## config.mk

```make
export PLATFORM = sky130hd
export DESIGN_NAME = seg7_scan_pwm_ctrl
export DESIGN_NICKNAME = d
export VERILOG_FILES = /design/src/rtl/seg7_pkg.sv /design/src/rtl/pwm_fader.sv /design/src/rtl/seg7_scan_pwm_ctrl.sv
export SDC_FILE = /design/constraint.sdc
export NUM_CORES = 1
export LEC_CHECK = 0
export CAP_MARGIN = 20
export CORE_MARGIN = 8
export CORE_UTILIZATION = 40
export DETAILED_ROUTE_END_ITERATION = 16
export PLACE_DENSITY = 0.67
export SLEW_MARGIN = 30
export SYNTH_ARGS = -nofsm -noshare
export SYNTH_HDL_FRONTEND = slang
export SYNTH_SLANG_ARGS = --single-unit
```

## constraint.sdc

```tcl
create_clock -name clk -period 2.9 [get_ports clk]
set_input_delay 0.435 -clock clk [delete_from_list [all_inputs] [get_ports clk]]
set_output_delay 0.435 -clock clk [all_outputs]
set_load 0.02 [all_outputs]
```

## src/rtl/seg7_pkg.sv

```systemverilog
// Shared 7-segment glyph constants and the BCD-to-segment decoder.
// Segment bit order is {g,f,e,d,c,b,a}; the decimal point is appended by the caller.
package seg7_pkg;

   localparam logic [6:0] SEG_BLANK = 7'h00;
   localparam logic [6:0] SEG_DASH  = 7'h40;

   localparam logic [6:0] SEG_GLYPH [10] = '{
      7'h3F, 7'h06, 7'h5B, 7'h4F, 7'h66,
      7'h6D, 7'h7D, 7'h07, 7'h7F, 7'h6F
   };

   // Codes 10-15 are not decimal digits and show a dash.
   function automatic logic [6:0] seg7_decode(input logic [3:0] i_val);
      logic [6:0] w_seg;
      if (i_val <= 4'd9) w_seg = SEG_GLYPH[i_val];
      else               w_seg = SEG_DASH;
      return w_seg;
   endfunction

endpackage

```

## src/rtl/pwm_fader.sv

```systemverilog
// PWM slot generator with a one-step-per-period fade toward the target level.
// o_gate is combinational from registered state; o_level moves only at period end.
module pwm_fader #(
   parameter int CLK_FREQ    = 125_000_000,
   parameter int PWM_FREQ    = 1000,
   parameter int BRIGHT_BITS = 3
)(
   input  logic                   clk,
   input  logic                   reset,
   input  logic [BRIGHT_BITS-1:0] i_target,
   output logic [BRIGHT_BITS-1:0] o_level,
   output logic                   o_gate
);

   localparam int PERIOD_CYC = CLK_FREQ / PWM_FREQ;
   localparam int SLOT_RAW   = PERIOD_CYC >> BRIGHT_BITS;
   localparam int SLOT_CYC   = (SLOT_RAW < 1) ? 1 : SLOT_RAW;
   localparam int PRE_W      = (SLOT_CYC > 1) ? $clog2(SLOT_CYC) : 1;
   localparam logic [PRE_W-1:0]       PRE_LAST = PRE_W'(SLOT_CYC - 1);
   localparam logic [BRIGHT_BITS-1:0] LVL_MAX  = '1;

   logic [PRE_W-1:0]       r_pre;
   logic [BRIGHT_BITS-1:0] r_slot;
   logic [BRIGHT_BITS-1:0] r_level;
   logic                   w_slot_end;
   logic                   w_period_end;

   assign w_slot_end   = (r_pre == PRE_LAST);
   assign w_period_end = w_slot_end && (r_slot == LVL_MAX);

   always_ff @(posedge clk or posedge reset) begin
      if (reset) begin
         r_pre   <= '0;
         r_slot  <= '0;
         r_level <= '0;
      end else begin
         r_pre <= w_slot_end ? '0 : r_pre + 1'b1;
         if (w_slot_end) r_slot <= r_slot + 1'b1;
         if (w_period_end) begin
            if (r_level < i_target)      r_level <= r_level + 1'b1;
            else if (r_level > i_target) r_level <= r_level - 1'b1;
         end
      end
   end

   // Full scale bypasses the slot compare so the top level is continuously on.
   assign o_gate  = (r_level == LVL_MAX) || (r_slot < r_level);
   assign o_level = r_level;

endmodule

```

## src/rtl/seg7_scan_pwm_ctrl.sv

```systemverilog
// Multiplexed 7-segment scanner: frame-latched BCD, leading-zero blanking, PWM fade.
// seg_out/digit_en are registered one cycle behind the scan index and PWM slot.
module seg7_scan_pwm_ctrl
   import seg7_pkg::*;
#(
   parameter int CLK_FREQ    = 125_000_000,
   parameter int PWM_FREQ    = 1000,
   parameter int SCAN_FREQ   = 500,
   parameter int NUM_DIGITS  = 4,
   parameter int BRIGHT_BITS = 3
)(
   input  logic                    clk,
   input  logic                    reset,
   input  logic [4*NUM_DIGITS-1:0] bcd_in,
   input  logic [NUM_DIGITS-1:0]   dp_in,
   input  logic                    blank_lz,
   input  logic [BRIGHT_BITS-1:0]  target_level,
   output logic [7:0]              seg_out,
   output logic [NUM_DIGITS-1:0]   digit_en,
   output logic [BRIGHT_BITS-1:0]  cur_level,
   output logic [NUM_DIGITS-1:0]   bcd_valid,
   output logic                    frame_tick
);

   localparam int SCAN_RAW = CLK_FREQ / (SCAN_FREQ * NUM_DIGITS);
   localparam int SCAN_CYC = (SCAN_RAW < 1) ? 1 : SCAN_RAW;
   localparam int SCAN_W   = (SCAN_CYC > 1) ? $clog2(SCAN_CYC) : 1;
   localparam int IDX_W    = (NUM_DIGITS > 1) ? $clog2(NUM_DIGITS) : 1;
   localparam logic [SCAN_W-1:0] SCAN_LAST = SCAN_W'(SCAN_CYC - 1);
   localparam logic [IDX_W-1:0]  IDX_LAST  = IDX_W'(NUM_DIGITS - 1);

   logic [SCAN_W-1:0]       r_scan_cnt;
   logic [IDX_W-1:0]        r_idx;
   logic [4*NUM_DIGITS-1:0] r_shadow_bcd;
   logic [NUM_DIGITS-1:0]   r_shadow_dp;
   logic [7:0]              r_seg_out;
   logic [NUM_DIGITS-1:0]   r_digit_en;
   logic                    r_frame_tick;

   logic                    w_scan_end;
   logic                    w_frame_wrap;
   logic                    w_gate;
   logic [NUM_DIGITS-1:0]   w_blank;
   logic                    w_lz_run;
   logic [NUM_DIGITS-1:0]   w_onehot;
   logic [NUM_DIGITS-1:0]   w_bcd_valid;
   logic [3:0]              w_cur_bcd;
   logic                    w_cur_dp;
   logic                    w_cur_blank;

   pwm_fader #(
      .CLK_FREQ    (CLK_FREQ),
      .PWM_FREQ    (PWM_FREQ),
      .BRIGHT_BITS (BRIGHT_BITS)
   ) u_fader (
      .clk      (clk),
      .reset    (reset),
      .i_target (target_level),
      .o_level  (cur_level),
      .o_gate   (w_gate)
   );

   assign w_scan_end   = (r_scan_cnt == SCAN_LAST);
   assign w_frame_wrap = w_scan_end && (r_idx == IDX_LAST);

   // Blank from the top down while digits are zero with no dp; digit 0 always shows.
   always_comb begin
      w_blank  = '0;
      w_lz_run = blank_lz;
      for (int i = NUM_DIGITS - 1; i >= 1; i--) begin
         if (w_lz_run && (r_shadow_bcd[4*i +: 4] == 4'd0) && !r_shadow_dp[i]) w_blank[i] = 1'b1;
         else w_lz_run = 1'b0;
      end
   end

   always_comb begin
      w_onehot    = '0;
      w_bcd_valid = '0;
      w_cur_bcd   = '0;
      w_cur_dp    = 1'b0;
      w_cur_blank = 1'b0;
      for (int i = 0; i < NUM_DIGITS; i++) begin
         w_bcd_valid[i] = (r_shadow_bcd[4*i +: 4] <= 4'd9);
         if (r_idx == IDX_W'(i)) begin
            w_onehot[i] = 1'b1;
            w_cur_bcd   = r_shadow_bcd[4*i +: 4];
            w_cur_dp    = r_shadow_dp[i];
            w_cur_blank = w_blank[i];
         end
      end
   end

   always_ff @(posedge clk or posedge reset) begin
      if (reset) begin
         r_scan_cnt   <= '0;
         r_idx        <= '0;
         r_shadow_bcd <= '0;
         r_shadow_dp  <= '0;
         r_seg_out    <= '0;
         r_digit_en   <= '0;
         r_frame_tick <= 1'b0;
      end else begin
         r_frame_tick <= w_frame_wrap;
         if (w_scan_end) begin
            r_scan_cnt <= '0;
            r_idx      <= (r_idx == IDX_LAST) ? '0 : r_idx + 1'b1;
         end else begin
            r_scan_cnt <= r_scan_cnt + 1'b1;
         end
         if (w_frame_wrap) begin
            r_shadow_bcd <= bcd_in;
            r_shadow_dp  <= dp_in;
         end
         r_digit_en <= w_onehot;
         r_seg_out  <= (w_gate && !w_cur_blank) ? {w_cur_dp, seg7_decode(w_cur_bcd)} : {1'b0, SEG_BLANK};
      end
   end

   assign seg_out    = r_seg_out;
   assign digit_en   = r_digit_en;
   assign bcd_valid  = w_bcd_valid;
   assign frame_tick = r_frame_tick;

endmodule

```

==> metrics, run 1 <==
Area contributors post-synth=dfrtp_1 (51%), mux2_2 (7.1%), ha_1 (6.9%); CTS clk-pin slew, worst paths=0.08 ns; Synth Register Bits=71; crit path DAT=2.60 ns; per-cell routed wire length=13.70 um; post-synth net total=367; worst slew pin tran=0.6005 ns; fraction of registers with async set/reset=1.000; final hold viol count=0; CTS tree=yes; Row Count=34; worst reg2reg startpoint=r_idx[1]$_DFFE_PP0N_; vias=2445; port buffer count=45; initial antenna violation count=0; drt drc=0; Power Total=2054 uW; EDFF count, synth=0; 1st-iter DRT viols=90; Die Ht=109.1 um; Power Density=477.4 nW/um^2; Slew headroom=0.5966; reg-to-reg endpoint=seg_out[4]$_DFF_PP0_; ANT nets after route=0; area grow syn2layout=24.12%; Slowest cell on crit path=dfrtp_1; Global Route Usage Sum=0.1246; # resized after CTS=0; most frequent CP cell=o21ai_0; Cell variety after synth=42; RSZ-0062 raised after global routing=false; CP Launch Type=register; placed cell area=4079 um^2; skew final=0.01084 ns; # Post-CTS Setup Buffers=0; average cell area after synthesis=10.80 um^2; Mapped Cells=321; Ant. Diodes=0; CTS HTree Levels=3; RePlAce Congestion=0.8298; hold path depth=1; Peak Freq=417.7 MHz; # setup viols final=0; full die area=11900 um^2; Pleak=0.001916 uW; Hold Path Class=register to register; slowest stage delay, CP=0.40 ns; DIE WIDTH=109.1 um; top-area cell type share of the netlist area=0.5126; reg2reg setup slack=0.51 ns; IO Pins=46; Core ar.=8551 um^2; dominant synthesized flop cell=dfrtp_1; final instance area=4302 um^2; Max VDD drop=0.0002603 V; largest net degree at the start of global routing=43; fin crit share=0.8256; total iterations of the first detailed-routing run=4; max cap viols=0; first-pass GRT wire length=11760 um; Initial Util=0.4053; hold endpoint=r_scan_cnt[0]$_DFF_PP0_; DP Wirelength=5042 um; hold bufs inserted after CTS=0; NumNets Final=422; max-slew violations=0; # clock sinks=71; drt total wl=6701 um; Reg2Reg Depth=13; Num CTS Buffers=9; Max Buffers Root-to-Sink=2; Setup TNS=0 ns; Yosys warning total=0; CP startpoint=r_idx[1]$_DFFE_PP0N_; clk root buf=clkbuf_8; area leader, netlist=dfrtp_1; top-count cell post-synth=dfrtp_1; Req. time, crit path=3.11 ns; post-synthesis cell area=3466 um^2; status=completed; worst path cell trace=inv_1 -> ha_1 -> a21oi_1 -> o21ai_0 -> o21ai_0 -> o21ai_0 -> buf_4 -> inv_1 -> ha_1 -> nor2_1 -> a21oi_1 -> o211ai_1 -> a221oi_1; layout cells sized above 1=0.1312; worst skew pair latency=0.34 ns; CP Class=register to register; vias in the first global route=2498; remaining global-route overflow=0; vias per cell=5.000; crit end category=register; Worst Hold Launch=r_scan_cnt[0]$_DFF_PP0_; largest fanout on the critical path=12; sequential share of the synthesized area=0.5126; Post-synth top cells=dfrtp_1 (71), nand2_1 (36), nor2_1 (30), mux2_2 (22), ha_1 (19); fin crit period=2.394 ns
[sequential cells by signal, indices dropped and copies added (netlist names)]
register,count
u_fader.r_slot,3
digit_en,4
r_shadow_dp,4
frame_tick,1
r_idx,2
seg_out,8
u_fader.r_pre,14
u_fader.o_level,3
r_scan_cnt,16
r_shadow_bcd,16
[final cells by class]
class	count	area, um^2
multi-input combinational	228	1603
tap	108	135.1
timing repair buffer	51	508.0
fill	769	4249
sequential	71	1777
clock buffer	11	141.4
inverter	15	56.30
clock inverter	5	81.33
[power breakdown]
| part | total, uW | internal [uW] | switching [uW] |
|---|---|---|---|
| sequential | 1030 | 1010 | 15.5 |
| combinational | 156 | 82.6 | 73.5 |
| clock | 869 | 508 | 361 |
| total | 2050 | 1600 | 450 |
[placed cells by master (no fill, tap or decap), types with 2 or more instances in the layout]
master and instances:
dfrtp_1 71, bufinv_16 2, and4_1 3, and3_1 2, a21boi_0 2, nand4_1 4
mux2_2 22, clkbuf_8 10, ha_1 19, buf_4 5, o21a_1 3, nor3_1 4
xnor2_1 14, nor4b_1 2, clkdlybuf4s50_1 45, xor2_1 14, nor2_1 30, inv_1 14
o21ai_0 16, nand2_1 36, a21oi_1 11, nor2b_1 5, and2_1 4, o211ai_1 5
nand3_1 13
[worst max-delay path by stage]
stage          depth (start not counted)                             end
6_report                              13            seg_out[4]$_DFF_PP0_
5_1_grt                               13            seg_out[1]$_DFF_PP0_
4_1_cts                               13            seg_out[4]$_DFF_PP0_
3_5_place_dp                           9  u_fader.o_level[2]$_DFFE_PP0P_
3_3_place_gp                           9  u_fader.o_level[2]$_DFFE_PP0P_
2_1_floorplan                         13            seg_out[4]$_DFF_PP0_
[cells by family after synthesis]
family | share of synthesized area
adder cells (fa/ha/maj) | 0.07437
multiplexers | 0.07148
AO/OA/AOI/OAI | 0.07726
buffers and inverters | 0.02491
flip-flops | 0.5126
XOR/XNOR | 0.07545
AND/OR/NAND/NOR | 0.1639
[critical path: cells and delay by family (launching register included)]
kind            cells  cell delay, ns
simple gates        1            0.10
flops               1            0.40
buf+inv             3            0.31
fa+ha+maj           2            0.56
compound gates      7            0.87
[per-layer routing]
metal  global-route usage  vias to the layer above  routed length (um)
met1               0.1691                     1187                3253
met3              0.03014                        7                 295
met2               0.1828                       44                3035
met4              0.05865                        0                 116
li1                     -                     1207                   -
met5                    0                        -                   0
[metrics by stage]
| stage | instances | worst slack, ns | hold WS [ns] | utilization |
|---|---|---|---|---|
| floorplan | 321 | 0.4878 | 0.4549 | - |
| global placement | 473 | 0.4972 | 0.4745 | 0.4770 |
| detailed placement | 473 | 0.3907 | 0.4823 | 0.4770 |
| CTS | 489 | 0.5009 | 0.4913 | 0.5031 |
| global route | 489 | 0.2047 | 0.5115 | 0.5031 |
| finish | 489 | 0.5058 | 0.4893 | 0.5031 |
No activity file was read; power rests on OpenSTA's default activity.
==> inputs of run 2 (changes only) <==
--- a/config.mk
+++ b/config.mk
@@ -9,7 +9,7 @@
 export CORE_MARGIN = 8
 export CORE_UTILIZATION = 40
 export DETAILED_ROUTE_END_ITERATION = 16
-export PLACE_DENSITY = 0.67
+export PLACE_DENSITY = 0.69
 export SLEW_MARGIN = 30
 export SYNTH_ARGS = -nofsm -noshare
 export SYNTH_HDL_FRONTEND = slang
==> constraint.sdc (replaced) <==
create_clock -name clk -period 2.2 [get_ports clk]
set_input_delay 0.33 -clock clk [delete_from_list [all_inputs] [get_ports clk]]
set_output_delay 0.33 -clock clk [all_outputs]
set_load 0.02 [all_outputs]
==> run 2 against run 1 <==
Effect of this change: the flow now finishes with violations (setup timing); sequential share of layout area fell by 2.5 points; utilization up 3.2 points; critical path depth stayed put; via count up 4.0%; final cell count increased by 5.3%; fmax rose by 8.8%; critical path type unchanged; sequential power grew 32%; total power grew 23%; wire length rose by 6.8%; critical endpoint is now seg_out[2]$_DFF_PP0_; sequential cell count did not move.
==> metrics, run 2 (synthesized netlist as in run 1, its figures left out) <==
status=finished, violations left; violated checks=setup timing; first-pass GRT wire length=12040 um; Hold Path Class=primary input to asynchronous set/reset pin; per-cell routed wire length=13.89 um; # clock sinks=71; 1st-iter DRT viols=75; CTS HTree Levels=3; Global Route Usage Sum=0.1266; Buf+Inv Stages, Crit Path=4; Req. time, crit path=2.42 ns; initial antenna violation count=0; DP Wirelength=4956 um; fin cells=515; Die Ht=109.1 um; Ant. Diodes=0; # setup viols final=1; remaining global-route overflow=0; CTS tree=yes; total iterations of the first detailed-routing run=4; Final Worst Setup Slack=-0.0006903 ns; crit-path leading delay family=buffers and inverters; area grow syn2layout=32.09%; NumNets Final=448; final hold viol count=0; ANT nets after route=0; layout cells sized above 1=0.2260; slowest stage delay, CP=0.44 ns; CP Launch Type=register; max-slew violations=0; Peak Freq=454.4 MHz; Pleak=0.002040 uW; Num CTS Buffers=9; Initial Util=0.4053; Max Buffers Root-to-Sink=2; vias per cell=4.940; port buffer count=45; skew final=0.006918 ns; fin crit share=1.000; worst path cell trace=inv_2 -> ha_4 -> buf_4 -> nand2_1 -> o211ai_1 -> buf_4 -> nand2_4 -> ha_4 -> nor2_2 -> a21oi_2 -> o211ai_1 -> buf_4 -> a31oi_1; IO Pins=46; pre-CTS WS=-0.1114 ns; Max VDD drop=0.0003689 V; RePlAce Congestion=0.8176; RSZ-0062 raised after global routing=true; biggest regs=r_scan_cnt: 16 flops, r_shadow_bcd: 16 flops, u_fader.r_pre: 14 flops; commonest non-fill, non-tap cells in the layout=dfrtp_1 (71), clkdlybuf4s50_1 (45), nand2_1 (35), buf_4 (30), nor2_1 (28); drt total wl=7155 um; CP Class=register to register; crit end category=register; max cap viols=0; Slowest cell on crit path=dfrtp_1; most frequent CP cell=buf_4; Final Util=0.5354; post-placement cell count=486; DIE WIDTH=109.1 um; crit path DAT=2.42 ns; Power Density=550.5 nW/um^2; clk root buf=clkbuf_8; vias in the first global route=2625; Row Count=34; Slew headroom=0.6017; drt drc=0; largest net degree at the start of global routing=72; worst slew pin tran=0.5929 ns; CTS clk-pin slew, worst paths=0.07 ns; vias=2544; full die area=11900 um^2; Core ar.=8551 um^2; fin crit period=2.201 ns; largest fanout on the critical path=5; worst skew pair latency=0.34 ns; most common cell after layout, fill and taps aside=dfrtp_1
## run 2: changes by cell type in the layout (fill, tap and decap cells not counted), moves of 3 or more
cell,previous run,this run
buf_4,5,30
ha_1,19,13
ha_4,0,6
o21ai_0,16,11
o21ai_1,0,3
## run 2: what timing repair did
action,in CTS,in global routing
setup buffers,7,6
pin swaps,4,4
resized for setup,7,21
setup endpoints to repair,4,8
hold buffers,0,0
## run 2: worst reg2reg max path, stage by stage (launching register included)
cell      delay (ns)
dfrtp_1         0.44
inv_2           0.14
ha_4            0.14
buf_4           0.12
nand2_1         0.06
o211ai_1        0.17
buf_4           0.17
nand2_4         0.08
ha_4            0.18
nor2_2          0.11
a21oi_2         0.05
o211ai_1        0.20
buf_4           0.17
a31oi_1         0.04
## run 2: report_power, final
group | internal [uW] | total [uW] | switching [uW]
Clock | 468 | 926 | 458
Sequential | 1340 | 1360 | 21.4
Combinational | 129 | 237 | 108
Total | 1930 | 2520 | 588
## run 2: cell type report
type / count / area (um^2)
fillers: 731 / 3973
repair buffers: 77 / 715.7
flip-flops and latches: 71 / 1777
multi-input cells: 228 / 1718
inverters: 15 / 56.30
well taps: 108 / 135.1
clock inverters: 3 / 17.52
clock buffers: 13 / 158.9
## run 2: path summary, 6_finish.rpt
kind                                               from                           to  slack [ns]  cells past startpoint
worst min register to register  r_scan_cnt[0]$_DFF_PP0_      r_scan_cnt[0]$_DFF_PP0_        0.50                      1
worst min-delay path                              reset      r_scan_cnt[4]$_DFF_PP0_        0.38                      3
worst max register to register     r_idx[0]$_DFFE_PP0N_         seg_out[2]$_DFF_PP0_     -0.0007                     13
min in group clk                r_scan_cnt[0]$_DFF_PP0_      r_scan_cnt[0]$_DFF_PP0_        0.50                      1
worst max-delay path               r_idx[0]$_DFFE_PP0N_         seg_out[2]$_DFF_PP0_     -0.0007                     13
max in group asynchronous                         reset  r_shadow_bcd[8]$_DFFE_PP0P_        1.53                      3
## run 2: stage by stage
stage          area, um^2  setup TNS, ns  total power, uW  hold slack (ns)
2_1_floorplan        3468              0             1477           0.4549
3_3_place_gp         4189       -0.06260             1592           0.4825
3_5_place_dp         4189        -0.3288             1595           0.4903
4_1_cts              4432              0             2540           0.3945
5_1_grt              4578        -0.5536             2631           0.4245
6_report             4578     -0.0006903             2520           0.3826
## run 2: layer usage
layer	vias up	track usage	routed length [um]
li1	1258	-	-
met1	1219	0.1616	3302
met2	52	0.1906	3300
met3	15	0.03723	360
met4	0	0.06549	192
met5	-	0	0
==> inputs of run 3 (changes only) <==
--- a/config.mk
+++ b/config.mk
@@ -5,7 +5,9 @@
 export SDC_FILE = /design/constraint.sdc
 export NUM_CORES = 1
 export LEC_CHECK = 0
+export ABC_AREA = 1
 export CAP_MARGIN = 20
+export CORE_ASPECT_RATIO = 1.2
 export CORE_MARGIN = 8
 export CORE_UTILIZATION = 40
 export DETAILED_ROUTE_END_ITERATION = 16
==> run 3 against run 2 <==
Effect of this change: the run now ends clean; clock skew about the same; sequential share of layout area down 1.8 points; wire length up 14%; sequential cell count unchanged; combinational power down 66%; non-clock buffer count down 21; critical path depth unchanged; critical path type unchanged.
==> metrics, run 3 <==
# setup viols final=0; drt total wl=8169 um; worst skew pair latency=0.32 ns; first-pass GRT wire length=14510 um; final hold viol count=0; worst slew pin tran=0.4779 ns; max cap viols=0; most common cell after layout, fill and taps aside=nand2_1; crit end category=register; worst hold slack=0.4068 ns; CP Launch Type=register; dominant synthesized flop cell=dfrtp_1; full die area=12820 um^2; vias per cell=4.760; max-slew violations=0; pre-CTS WS=-0.007689 ns; Row Count=39; Initial Util=0.4030; average cell area after synthesis=7.754 um^2; sequential share of the synthesized area=0.4705; top-count cell post-synth=nand2_1; CTS HTree Levels=3; Peak Freq=476.2 MHz; Num CTS Buffers=9; largest net degree at the start of global routing=72; ANT nets after route=0; 1st-iter DRT viols=111; layout cells sized above 1=0.09222; fin crit period=2.100 ns; hold bufs inserted after CTS=0; area grow syn2layout=27.30%; Power Total=2945 uW; Global Route Usage Sum=0.1348; top-area cell type share of the netlist area=0.4705; NumNets Final=594; vias in the first global route=3350; status=completed; commonest non-fill, non-tap cells in the layout=nand2_1 (156), dfrtp_1 (70), inv_1 (62), nor2_1 (54), clkdlybuf4s50_1 (45); Slowest cell on crit path=dfrtp_1; skew final=0.007001 ns; Post-synth top cells=nand2_1 (156), dfrtp_1 (71), inv_1 (67), nor2_1 (54), nand3_1 (30); CTS tree=yes; DIE WIDTH=104.7 um; Area contributors post-synth=dfrtp_1 (47%), nand2_1 (16%), inv_1 (6.7%); Slew headroom=0.6787; fill count=888; Core ar.=9369 um^2; CP Class=register to register; RePlAce Congestion=0.9134; crit path DAT=2.31 ns; # clock sinks=71; Yosys warning total=0; Hold Path Class=primary input to asynchronous set/reset pin; slowest stage delay, CP=0.43 ns; vias=3218; CTS clk-pin slew, worst paths=0.06 ns; Die Ht=122.4 um; most frequent CP cell=inv_2; remaining global-route overflow=0; drt drc=0; EDFF count, synth=0; port buffer count=45; Req. time, crit path=2.41 ns; total iterations of the first detailed-routing run=4; post-synth net total=533; per-cell routed wire length=12.08 um; Ant. Diodes=0; Final Worst Setup Slack=0.1000 ns; largest fanout on the critical path=6; clk root buf=clkbuf_16; fraction of registers with async set/reset=1.000; Synth Register Bits=71; Max Buffers Root-to-Sink=2; Cell variety after synth=33; biggest regs=r_scan_cnt: 16 flops, r_shadow_bcd: 16 flops, u_fader.r_pre: 14 flops; placed cell area=4420 um^2; Power Density=612.6 nW/um^2; DP Wirelength=5894 um; initial antenna violation count=0; Mapped Cells=487; fin crit share=0.9545; Max VDD drop=0.0003179 V; worst path cell trace=inv_2 -> ha_4 -> inv_2 -> nand2_1 -> nand3_1 -> a22oi_2 -> inv_2 -> ha_1 -> or2_2 -> nand3_1 -> nand2_1 -> nand3_2 -> nor2_1; area leader, netlist=dfrtp_1; final instance area=4807 um^2; post-synthesis cell area=3776 um^2; reg2reg setup slack=0.10 ns; Pleak=0.002407 uW; IO Pins=46
-- run 3: changes by cell type after synthesis, moves of 8 or more --
| cell | change |
|---|---|
| nor2_1 | +24 |
| a21oi_1 | +8 |
| nand2_1 | +120 |
| inv_1 | +52 |
| nand3_1 | +17 |
| xnor2_1 | -12 |
| mux2_2 | -22 |
-- run 3: cell type report --
type                    instances  area [um^2]  share of cell area
clock inverters                 6        83.83             0.01744
inverters                      73        280.3             0.05830
flip-flops and latches         71         1778              0.3699
multi-input cells             337         1727              0.3592
repair buffers                 56        545.5              0.1135
well taps                     123        153.9             0.03201
clock buffers                  10        239.0             0.04971
-- run 3: layer usage --
layer  track usage  share of wire  wire length, um  up-vias
li1              -              -                -     1642
met1        0.1632           0.46             3739     1494
met2        0.2294           0.48             3949       67
met3       0.03046          0.037              303       15
met4       0.05451          0.022              176        0
met5             0              0                0        -
-- run 3: cell families after synthesis --
| family | after synthesis | synth area share |
|---|---|---|
| AO/OA/AOI/OAI | 35 | 0.05004 |
| adder cells (fa/ha/maj) | 20 | 0.06826 |
| buffers and inverters | 79 | 0.08548 |
| XOR/XNOR | 10 | 0.02320 |
| flip-flops | 71 | 0.4705 |
| AND/OR/NAND/NOR | 272 | 0.3025 |
-- run 3: power breakdown --
| part | leakage, uW | switching (uW) | total, uW | internal [uW] |
|---|---|---|---|---|
| Combinational | 0.00139 | 35.6 | 81.3 | 45.7 |
| Sequential | 0.000852 | 0 | 1310 | 1310 |
| Clock | 0.000162 | 538 | 1560 | 1020 |
| Total | 0.00241 | 574 | 2940 | 2370 |
-- run 3: through the flow --
step	utilization	TNS, ns	std cells
2_1_floorplan	-	0	487
3_5_place_dp	0.4718	-0.007689	658
6_report	0.5131	0	676
5_1_grt	0.5131	-0.06679	676
4_1_cts	0.5068	0	674
3_3_place_gp	0.4718	0	658
-- run 3: what timing repair did --
action	in CTS	in global routing
pin swaps	0	3
resized for setup	2	13
buffers inserted	0	2
setup endpoints to repair	2	6
-- run 3: worst max-delay path, delay by kind of cell (launching register included) --
kind	cells	cell delay, ns
fa+ha+maj	2	0.39
simple gates	7	0.75
compound gates	1	0.16
flops	1	0.43
buf+inv	3	0.25
-- run 3: path summary, 6_finish.rpt --
check,start,end,cells past startpoint
max in group asynchronous,reset,r_idx[0]$_DFFE_PP0N_,3
worst min register to register,r_scan_cnt[0]$_DFF_PP0_,r_scan_cnt[0]$_DFF_PP0_,1
worst min-delay path,reset,r_scan_cnt[11]$_DFF_PP0_,3
worst max register to register,r_idx[1]$_DFFE_PP0N_,seg_out[4]$_DFF_PP0_,13
min in group clk,r_scan_cnt[0]$_DFF_PP0_,r_scan_cnt[0]$_DFF_PP0_,1
worst max-delay path,r_idx[1]$_DFFE_PP0N_,seg_out[4]$_DFF_PP0_,13
